==> src/rtl/bus_arbiter_rr.sv <==
// Two-master round-robin bus arbiter.
// Grants one master per transfer with address decode, completion wait and timeout.
module bus_arbiter_rr #(
  parameter int TIMEOUT_CYCLES = 64,
  parameter int NUM_SLAVES     = 3
) (
  input  logic        clk,
  input  logic        reset,
  input  logic        m1_req,
  input  logic        m2_req,
  input  logic [13:0] m1_addr,
  input  logic [13:0] m2_addr,
  input  logic        bus_done,
  output logic        m1_grant,
  output logic        m2_grant,
  output logic        bus_start,
  output logic [1:0]  slave_sel,
  output logic        addr_err,
  output logic        timeout,
  output logic        busy
);

  localparam int CW =
    (TIMEOUT_CYCLES > 1) ? $clog2(TIMEOUT_CYCLES) : 1;

  localparam logic [1:0] IDLE    = 2'd0;
  localparam logic [1:0] GRANT   = 2'd1;
  localparam logic [1:0] WAIT    = 2'd2;
  localparam logic [1:0] RELEASE = 2'd3;

  logic [1:0]    r_state;
  logic [CW-1:0] r_cnt;
  logic          r_owner_m2;
  logic          r_last_m2;
  logic          r_m1_grant;
  logic          r_m2_grant;
  logic          r_bus_start;
  logic          r_addr_err;
  logic          r_timeout;
  logic          r_busy;
  logic [1:0]    r_sel;

  logic [1:0]    w_nstate;
  logic [CW-1:0] w_cnt;
  logic          w_owner_m2;
  logic          w_last_m2;
  logic          w_m1_grant;
  logic          w_m2_grant;
  logic          w_bus_start;
  logic          w_addr_err;
  logic          w_timeout;
  logic [1:0]    w_sel;
  logic          w_win_m2;
  logic [1:0]    w_win_idx;
  logic          w_idx_ok;
  logic          w_tc;

  // On a tie the master not served last wins.
  always_comb begin
    w_win_m2 = 1'b0;
    unique case (1'b1)
      (m1_req && m2_req):  w_win_m2 = ~r_last_m2;
      (!m1_req && m2_req): w_win_m2 = 1'b1;
      default:             w_win_m2 = 1'b0;
    endcase
  end

  assign w_win_idx = w_win_m2 ? m2_addr[13:12]
                              : m1_addr[13:12];
  assign w_idx_ok  =
    ({30'd0, w_win_idx} < 32'(NUM_SLAVES));
  assign w_tc = (r_cnt == CW'(TIMEOUT_CYCLES - 1));

  always_comb begin
    w_nstate    = r_state;
    w_cnt       = r_cnt;
    w_owner_m2  = r_owner_m2;
    w_last_m2   = r_last_m2;
    w_m1_grant  = r_m1_grant;
    w_m2_grant  = r_m2_grant;
    w_bus_start = 1'b0;
    w_addr_err  = 1'b0;
    w_timeout   = 1'b0;
    w_sel       = r_sel;
    unique case (r_state)
      IDLE: begin
        if (m1_req || m2_req) begin
          w_nstate    = GRANT;
          w_owner_m2  = w_win_m2;
          w_sel       = w_win_idx;
          w_m1_grant  = ~w_win_m2;
          w_m2_grant  = w_win_m2;
          w_bus_start = w_idx_ok;
          w_addr_err  = ~w_idx_ok;
        end
      end
      GRANT: begin
        // r_addr_err marks a grant to an undecoded slave.
        if (r_addr_err) begin
          w_nstate   = RELEASE;
          w_m1_grant = 1'b0;
          w_m2_grant = 1'b0;
        end else begin
          w_nstate = WAIT;
        end
      end
      WAIT: begin
        if (bus_done) begin
          w_nstate   = RELEASE;
          w_m1_grant = 1'b0;
          w_m2_grant = 1'b0;
        end else if (w_tc) begin
          w_nstate   = RELEASE;
          w_timeout  = 1'b1;
          w_m1_grant = 1'b0;
          w_m2_grant = 1'b0;
        end else begin
          w_cnt = r_cnt + CW'(1);
        end
      end
      RELEASE: begin
        w_nstate   = IDLE;
        w_cnt      = '0;
        w_last_m2  = r_owner_m2;
        w_m1_grant = 1'b0;
        w_m2_grant = 1'b0;
      end
      default: begin
        w_nstate   = IDLE;
        w_cnt      = '0;
        w_m1_grant = 1'b0;
        w_m2_grant = 1'b0;
      end
    endcase
  end

  always_ff @(posedge clk or negedge reset) begin
    if (!reset) begin
      r_state     <= IDLE;
      r_cnt       <= '0;
      r_owner_m2  <= 1'b0;
      r_last_m2   <= 1'b1;
      r_m1_grant  <= 1'b0;
      r_m2_grant  <= 1'b0;
      r_bus_start <= 1'b0;
      r_addr_err  <= 1'b0;
      r_timeout   <= 1'b0;
      r_busy      <= 1'b0;
      r_sel       <= 2'd0;
    end else begin
      r_state     <= w_nstate;
      r_cnt       <= w_cnt;
      r_owner_m2  <= w_owner_m2;
      r_last_m2   <= w_last_m2;
      r_m1_grant  <= w_m1_grant;
      r_m2_grant  <= w_m2_grant;
      r_bus_start <= w_bus_start;
      r_addr_err  <= w_addr_err;
      r_timeout   <= w_timeout;
      r_busy      <= (w_nstate != IDLE);
      r_sel       <= w_sel;
    end
  end

  assign m1_grant  = r_m1_grant;
  assign m2_grant  = r_m2_grant;
  assign bus_start = r_bus_start;
  assign addr_err  = r_addr_err;
  assign timeout   = r_timeout;
  assign busy      = r_busy;
  assign slave_sel = r_sel;

endmodule

==> config.mk <==
export PLATFORM = sky130hd
export DESIGN_NAME = bus_arbiter_rr
export DESIGN_NICKNAME = d
export VERILOG_FILES = /design/src/rtl/bus_arbiter_rr.sv
export SDC_FILE = /design/constraint.sdc
export NUM_CORES = 1
export LEC_CHECK = 0
export BUFFER_PORTS_ARGS = -buffer_cell sky130_fd_sc_hd__buf_2
export CORE_UTILIZATION = 45
export DETAILED_ROUTE_END_ITERATION = 8
export PLACE_DENSITY = 0.77
export SETUP_SLACK_MARGIN = 0.5
export SYNTH_ARGS = -nofsm -noshare
export SYNTH_HDL_FRONTEND = slang
export SYNTH_SLANG_ARGS = --single-unit
==> constraint.sdc <==
create_clock -name clk -period 3.7 [get_ports clk]
set_input_delay 0.555 -clock clk [delete_from_list [all_inputs] [get_ports clk]]
set_output_delay 0.555 -clock clk [all_outputs]
set_load 0.05 [all_outputs]
; ---- Word-level counts from Yosys, hierarchy flattened
; Index checks and enable logic that the tools add are counted.
[totals]
mem_bits_ro = 0
memories = 0
latch_bits = 0
register_bits = 18
elab_cells = 59
output_inout_bits = 8
inputBits = 33
mem_bits_rw = 0
[op_classes]
n_eq_ne = 9
bitwise = 3
n_div = 0
add_sub_neg = 1
n_reduce_logical = 10
n_mul = 0
shift = 0
muxes = 24
magnitude_cmp = 1
[ops]
columns = cell, count
row1 = two-way mux 1 bit, 13
row2 = two-way mux 6 bit, 2
row3 = one-hot mux 6 bit (2 select lines), 1
row4 = two-way mux 2 bit, 4
row5 = inequality test 2 bit (second input constant), 4
row6 = one-hot mux 1 bit (4 select lines), 2
row7 = one-hot mux 2 bit (4 select lines), 1
row8 = adder 6 x 1 -> 6 bit (second input constant), 1
row9 = equality test 6 bit (second input constant), 1
row10 = AND reduction 3 bit, 2
row11 = equality test 2 bit (second input constant), 2
row12 = nonzero test 2 bit, 2
row13 = inequality test 3 bit (second input constant), 1
row14 = NOT 1 bit, 3
row15 = equality test 2 x 1 -> 1 bit (second input constant), 1
row16 = logical AND 1 bit, 2
row17 = logical NOT 2 bit, 1
row18 = < comparator 2 bit (second input constant), 1
row19 = one-hot mux 1 bit (2 select lines), 1
row20 = AND reduction 2 bit, 1
row21 = logical NOT 1 bit, 1
row22 = logical OR 1 bit, 1

; ---- Depth between registers and ports, before layout
; Gate-level depths: netlist of run 1.
[logic_depth]
ltp_word = 8
depth_mapped = 5
mapped_depth_nobuf = 5

; ---- Worst setup path after synthesis of run 1
; OpenSTA, ideal clock, no wires.
[synth_path]
path_kind = register to register
from = reg r_cnt[0]
to = reg r_cnt[0]
arrival_ns = 1.269
synth_period_minus_slack_ns = 1.395
slack_ns = 2.305
path_buffers = 0
path_stages_with_launch = 6
path_cell_list = dfrtp_1 ha_1 nand3_2 or2_4 nor2b_4 a221o_1
[synth_between]
elab_chain_len = 4
[synth_rtl]
columns = element, line
row1 = from (decl), 32  ; logic [CW-1:0] r_cnt;
row2 = from (signal assigned), 152  ; r_cnt <= w_cnt;
row3 = adder 6 x 1 -> 6 bit, 118  ; w_cnt = r_cnt + CW'(1);
row4 = two-way mux 6 bit, 112  ; end else if (w_tc) begin
row5 = two-way mux 6 bit, 108  ; if (bus_done) begin
row6 = one-hot mux 6 bit (2 select lines), 85  ; unique case (r_state)
; Several ways; a longest one is shown, not always the timed one. The select of a mux whose other input is x is not followed.
; A chain may end at the register's enable or synchronous reset.

; ---- Worst setup path in the final report of run 1
; Ends and elaborated chain as after synthesis.

==> out/metrics.cfg, run 1 <==
[floorplan]
rows=15
die_area_um2=2160
start_util_pct=50.0
core_um2=1780
dieHeight_um=46.5
die_w_um=46.5
ios=41

[grt]
grt_max_degree=19
grt_overflow=0
track_usage_pct=17.4
antenna_found_initial=0
first_global_vias=549
grt_pass1_wl_um=2530

[clock_network]
ctsRootBufferMaster=clkbuf_4
post_cts_buffers=0
cts_tree=yes
cts_hold_buf=0
htree_levels=1
cts-resized-gates=0
numCtsBuffers=3
cts_buffer_depth=2
numClockSinks=18
clk_pin_slew_ns=0.11
clk_latency_ns=0.30

[power]
clkPwrFrac_pct=15.3
power.density_nw_per_um2=784
p_int_uw=449
p_sw_share_pct=44.1
power.share.combinational_pct=42.3
ir_worst_vdd_mv=0.364
pwr-share-seq_pct=42.4
finalPower_uw=803
p_switching_uw=354
leakage_nw=0.503

[final_layout]
n_antenna_cell=0
fillerInstances=155
multi_input_area_um2=413
final_util_pct=57.4
fin_cells=127
drive_gt1_share_pct=32.4
sequential_cell_area_um2=452
fin_area_um2=1020
area_growth_pct=14.7
fin_nets=137

[sta]
fin_tns_setup_ns=0
setup_viol=0
final.period_utilization_pct=41.9
grt_setup_unrepaired=false
fin_skew_ns=0.00873
whs_ns=0.156
finalCriticalPeriod_ns=1.55
fmax_mhz=645
maxSlewHeadroom_pct=64.6
fin_ws_ns=2.15
finalHoldViolations=0
report.final.slew_viol_count=0
worstMarginPinSlew_ns=0.528

[routing]
dr.pass1.iters=4
vias_per_cell=5.38
wl_per_cell_um=13.4
detail-route-antenna-nets=0
drtIter0Drc=15
route.detailed.drc=0
drt-total-wl_um=1710
vias=683

[synthesis]
yosysTopAreaCell=dfrtp_1
ys_ff_latch=18
synthTopCellsByArea=dfrtp_1 (48%), nand2_1 (3.4%), dfstp_2 (2.9%)
yosysTopAreaCellShare_pct=47.7
syn-num-nets=118
syn_avg_cell_area_um2=10.6
ys_types=41
synthCells=84
ys_seq_area_share_pct=50.6
synth_area_um2=892
yosys_warnings=0

[place]
port-buffer-count=16
gp_congestion=0.762
post-place-ws_ns=2.21
hpwl_um=1150
dpl.cell_count=123
dpl_cell_area_um2=987

[setup_path]
setup.worst_path.start_class=flip-flop
worstSetupPathType=flip-flop to flip-flop
max_stage_delay_ns=0.42
worstPathArrival_ns=1.74
critPathSlowestCell=dfrtp_1
worstPathRequired_ns=3.89
critPathCaptureType=flip-flop
path_cells=ha_1 -> nand3_2 -> or2_4 -> nor2b_4 -> a221o_1
path_max_fanout=5

[min_path]
min_path_type=input pin to async pin

[status]
run_status=finished clean

[run]
cap_violations=0

-- Yosys cell counts --
master,instances
dfstp_2,1
a22o_2,1
mux2_2,1
o21ai_1,1
inv_1,3
o31ai_1,1
nor2b_1,2
xor2_1,1
a41o_2,1
nor2b_4,1
a21o_1,2
o21ai_0,2
o22ai_1,1
ha_1,1
nand3_2,1
o2bb2ai_1,1
and2_1,2
dfrtp_1,17
a21boi_2,1
and3b_1,1
o311ai_0,1
a21o_2,1
o221a_2,1
nor3_1,2
a21boi_0,1
mux2i_1,2
or3_1,1
buf_2,1
a31o_2,1
or2b_2,1
and3_2,1
or2_4,1
nor2_1,7
o21bai_1,1
a221o_1,1
a31oi_1,2
a21oi_1,5
nand2_1,8
buf_6,1
nand2b_1,2
nand3b_1,1
-- final timing paths --
check / cells after the start / slack (ns) / endpoint / startpoint
max: 5 / 2.15 / r_cnt[0] / r_cnt[0]
min: 1 / 0.16 / r_cnt[2] / reset
max reg2reg: 5 / 2.15 / r_cnt[0] / r_cnt[0]
min reg2reg: 1 / 0.49 / r_owner_m2 / r_owner_m2
max in group asynchronous: 1 / 3.22 / r_last_m2 / reset
min in group clk: 1 / 0.49 / r_owner_m2 / r_owner_m2
-- power by group through the flow --
| stage | sequential, mW | combinational (mW) | clock [mW] |
|---|---|---|---|
| floorplan | 0.411 | 0.196 | 0 |
| finish | 0.340 | 0.339 | 0.123 |
| detailed placement | 0.341 | 0.336 | 0 |
| global placement | 0.338 | 0.328 | 0 |
| CTS | 0.339 | 0.340 | 0.124 |
| global route | 0.349 | 0.364 | 0.135 |
-- state kept, by name, summed over array words and instances (netlist names) --
name	flops
r_cnt	6
timeout	1
r_last_m2	1
bus_start	1
m2_grant	1
r_owner_m2	1
slave_sel	2
m1_grant	1
addr_err	1
busy	1
r_state	2
-- cell usage in the layout, fill, tap and decap left out, types with 3 or more instances in the layout --
| cell | n |
|---|---|
| dfrtp_1 | 17 |
| nor2_1 | 7 |
| buf_2 | 16 |
| inv_1 | 3 |
| a21oi_1 | 5 |
| clkbuf_4 | 3 |
| nand2_1 | 8 |
-- critical path: cells and delay by family, from the launching register on --
kind | cells | cell delay (ns)
compound gates | 1 | 0.29
simple gates | 3 | 0.51
flops | 1 | 0.42
fa+ha+maj | 1 | 0.22
-- logic make-up after synthesis --
family	share of synthesized area [%]
XOR/XNOR	0.982
adder cells (fa/ha/maj)	1.40
flip-flops	50.6
AND/OR/NAND/NOR	19.6
multiplexers	3.51
buffers and inverters	3.08
AO/OA/AOI/OAI	20.8
-- area by class of cell --
cell class | count | share of cell area, %
flip-flops and latches | 18 | 44.1
multi-input cells | 61 | 40.3
repair buffers | 16 | 7.82
clock buffers | 4 | 3.55
well taps | 25 | 3.06
inverters | 3 | 1.10
-- per-layer routing --
metal  up-vias  global-route usage, %  share of wire, %
met5         -                      0                 0
met4         0                   10.6               2.3
met3         6                   4.71               4.7
met2        22                   23.6                46
met1       319                   24.1                47
li1        336                      -                 -
No activity file was read; power rests on OpenSTA's default activity.
==> run 2, diff against run 1 <==
--- a/config.mk
+++ b/config.mk
@@ -5,6 +5,7 @@
 export SDC_FILE = /design/constraint.sdc
 export NUM_CORES = 1
 export LEC_CHECK = 0
+export ABC_AREA = 1
 export BUFFER_PORTS_ARGS = -buffer_cell sky130_fd_sc_hd__buf_2
 export CORE_UTILIZATION = 45
 export DETAILED_ROUTE_END_ITERATION = 8
==> constraint.sdc (replaced) <==
create_clock -name clk -period 1.5 [get_ports clk]
set_input_delay 0.225 -clock clk [delete_from_list [all_inputs] [get_ports clk]]
set_output_delay 0.225 -clock clk [all_outputs]
set_load 0.05 [all_outputs]
==> out/metrics.cfg, run 2 <==
[synthesis]
ys_ff_latch=18
yosysTopAreaCell=dfrtp_1
synthCells=116
ys_async_sr_fraction_pct=100
yosysMostFrequentCell=nand2_1
syn-num-nets=150
synth-main-ff-cell=dfrtp_1
ys_top_cells_by_count=nand2_1 (43), dfrtp_1 (17), inv_1 (13)
ys_seq_area_share_pct=49.9
synth_edf_count=0
ys_types=21
synth_area_um2=906
yosysTopAreaCellShare_pct=47.0
syn_avg_cell_area_um2=7.81
yosys_warnings=0
synthTopCellsByArea=dfrtp_1 (47%), nand2_1 (18%), inv_1 (5.4%)

[setup_path]
worstSetupPathType=flip-flop to flip-flop
max_stage_delay_ns=0.43
worstPathArrival_ns=1.51
worstPathRequired_ns=1.74
worst_path_dominant_cell_family=simple AND/OR/NAND/NOR gates
crit_buf_inv=3
setup.worst_path.start_class=flip-flop
critPathCaptureType=flip-flop
cpMostUsedCell=nand2_2
path_max_fanout=4
critPathSlowestCell=dfrtp_2
path_cells=buf_4 -> inv_1 -> nor2_2 -> nand2_1 -> nand2_1 -> inv_1 -> nand2_2 -> nand2_2 -> nand2_2

[routing]
dr.pass1.iters=4
route.detailed.drc=0
vias_per_cell=5.16
detail-route-antenna-nets=0
wl_per_cell_um=13.3
vias=918
drtIter0Drc=8
drt-total-wl_um=2370

[place]
gp_congestion=0.771
hpwl_um=1270
port-buffer-count=16
dpl.cell_count=158

[sta]
setup_viol=0
fin_tns_setup_ns=0
grt_setup_unrepaired=true
maxSlewHeadroom_pct=72.9
final.period_utilization_pct=84.6
fmax_mhz=788
worstMarginPinSlew_ns=0.407
fin_skew_ns=0.00312
report.final.slew_viol_count=0
finalHoldViolations=0
finalCriticalPeriod_ns=1.27

[grt]
antenna_found_initial=0
grt_pass1_wl_um=3470
track_usage_pct=23.0
grt_max_degree=19
first_global_vias=848
grt_overflow=0

[final_layout]
multi_input_area_um2=508
sequential_cell_area_um2=454
area_growth_pct=49.7
fin_cells=178
drive_gt1_share_pct=49.0
fin_nets=188
final_cell_mix=nand2_1 (30), dfrtp_1 (15), buf_4 (15)
regMostFlops=r_cnt
n_antenna_cell=0
final_common_cell=nand2_1
largest_reg_flops=6
fillerInstances=128

[power]
leakage_nw=0.705
ir_worst_vdd_mv=1.55
power.density_nw_per_um2=1920

[clock_network]
cts_buffer_depth=2
htree_levels=1
numClockSinks=18
numCtsBuffers=3
clk_pin_slew_ns=0.10
ctsRootBufferMaster=clkbuf_4
clk_latency_ns=0.30
cts_tree=yes

[floorplan]
die_area_um2=2200
dieHeight_um=46.9
die_w_um=46.9
core_um2=1800
rows=15
start_util_pct=50.3
ios=41

[min_path]
min_path_type=input pin to flip-flop

[run]
cap_violations=0

[status]
run_status=finished clean

run 2: metrics by stage:
step | utilization [%] | power [mW] | setup WS [ns] | hold WS [ns] | instance area (µm²)
final | 75.3 | 2.60 | 0.232 | 0.205 | 1360
after global routing | 75.3 | 2.76 | 0.159 | 0.225 | 1360
after CTS | 69.9 | 2.34 | 0.316 | 0.211 | 1260
after detailed placement | 58.3 | 1.73 | 0.203 | 0.171 | 1050
after global placement | 58.3 | 1.70 | 0.243 | 0.172 | 1050
after floorplan | - | 1.50 | 0.305 | -0.0706 | 931
run 2: cell type report:
type,instances,area share (%)
flip-flops and latches,18,33.5
clock buffers,4,2.68
repair buffers,33,19.5
multi-input cells,82,37.5
well taps,25,2.31
inverters,16,4.61
run 2: path summary, 6_finish.rpt:
path	start	endpoint	slack, ns	cells past startpoint
worst max register to register	r_state[0]	m2_grant	0.23	9
worst min-delay path	m2_addr[13]	bus_start	0.21	4
worst max-delay path	r_state[0]	m2_grant	0.23	9
min in group asynchronous	reset	busy	0.38	2
worst min register to register	r_owner_m2	r_last_m2	0.51	2
max in group asynchronous	reset	r_last_m2	0.80	2
run 2: logic make-up after synthesis:
family / synth area share [%]
buffers and inverters: 6.63
and+or+nand+nor: 35.6
adders and majority gates: 1.38
AOI/OAI and AO/OA: 6.49
DFF: 49.9
run 2: repair_timing:
| item | in CTS | in global routing |
|---|---|---|
| buffers inserted | 11 | 4 |
| resized for setup | 24 | 21 |
| pin swaps | 10 | 11 |
| hold buffers | 1 | 0 |
| endpoints found under the setup margin | 24 | 26 |
| endpoints found under the hold margin | 17 | 0 |
run 2: worst reg2reg max path, cell delays in order, from the launching register on:
cell,delay [ns]
dfrtp_2,0.43
buf_4,0.13
inv_1,0.04
nor2_2,0.16
nand2_1,0.09
nand2_1,0.09
inv_1,0.06
nand2_2,0.09
nand2_2,0.06
nand2_2,0.06
run 2: per-layer routing:
layer	part of all wire [%]	track usage, %
met1	41	24.6
met2	54	43.9
met3	2.7	4.62
met4	2.2	8.57
met5	0	0
run 2: where the power goes:
group          leakage [nW]  internal [mW]  switching [mW]
Combinational         0.454          0.619           0.869
Sequential            0.230          0.660           0.155
Clock                0.0210          0.148           0.153
Total                 0.705           1.43            1.18
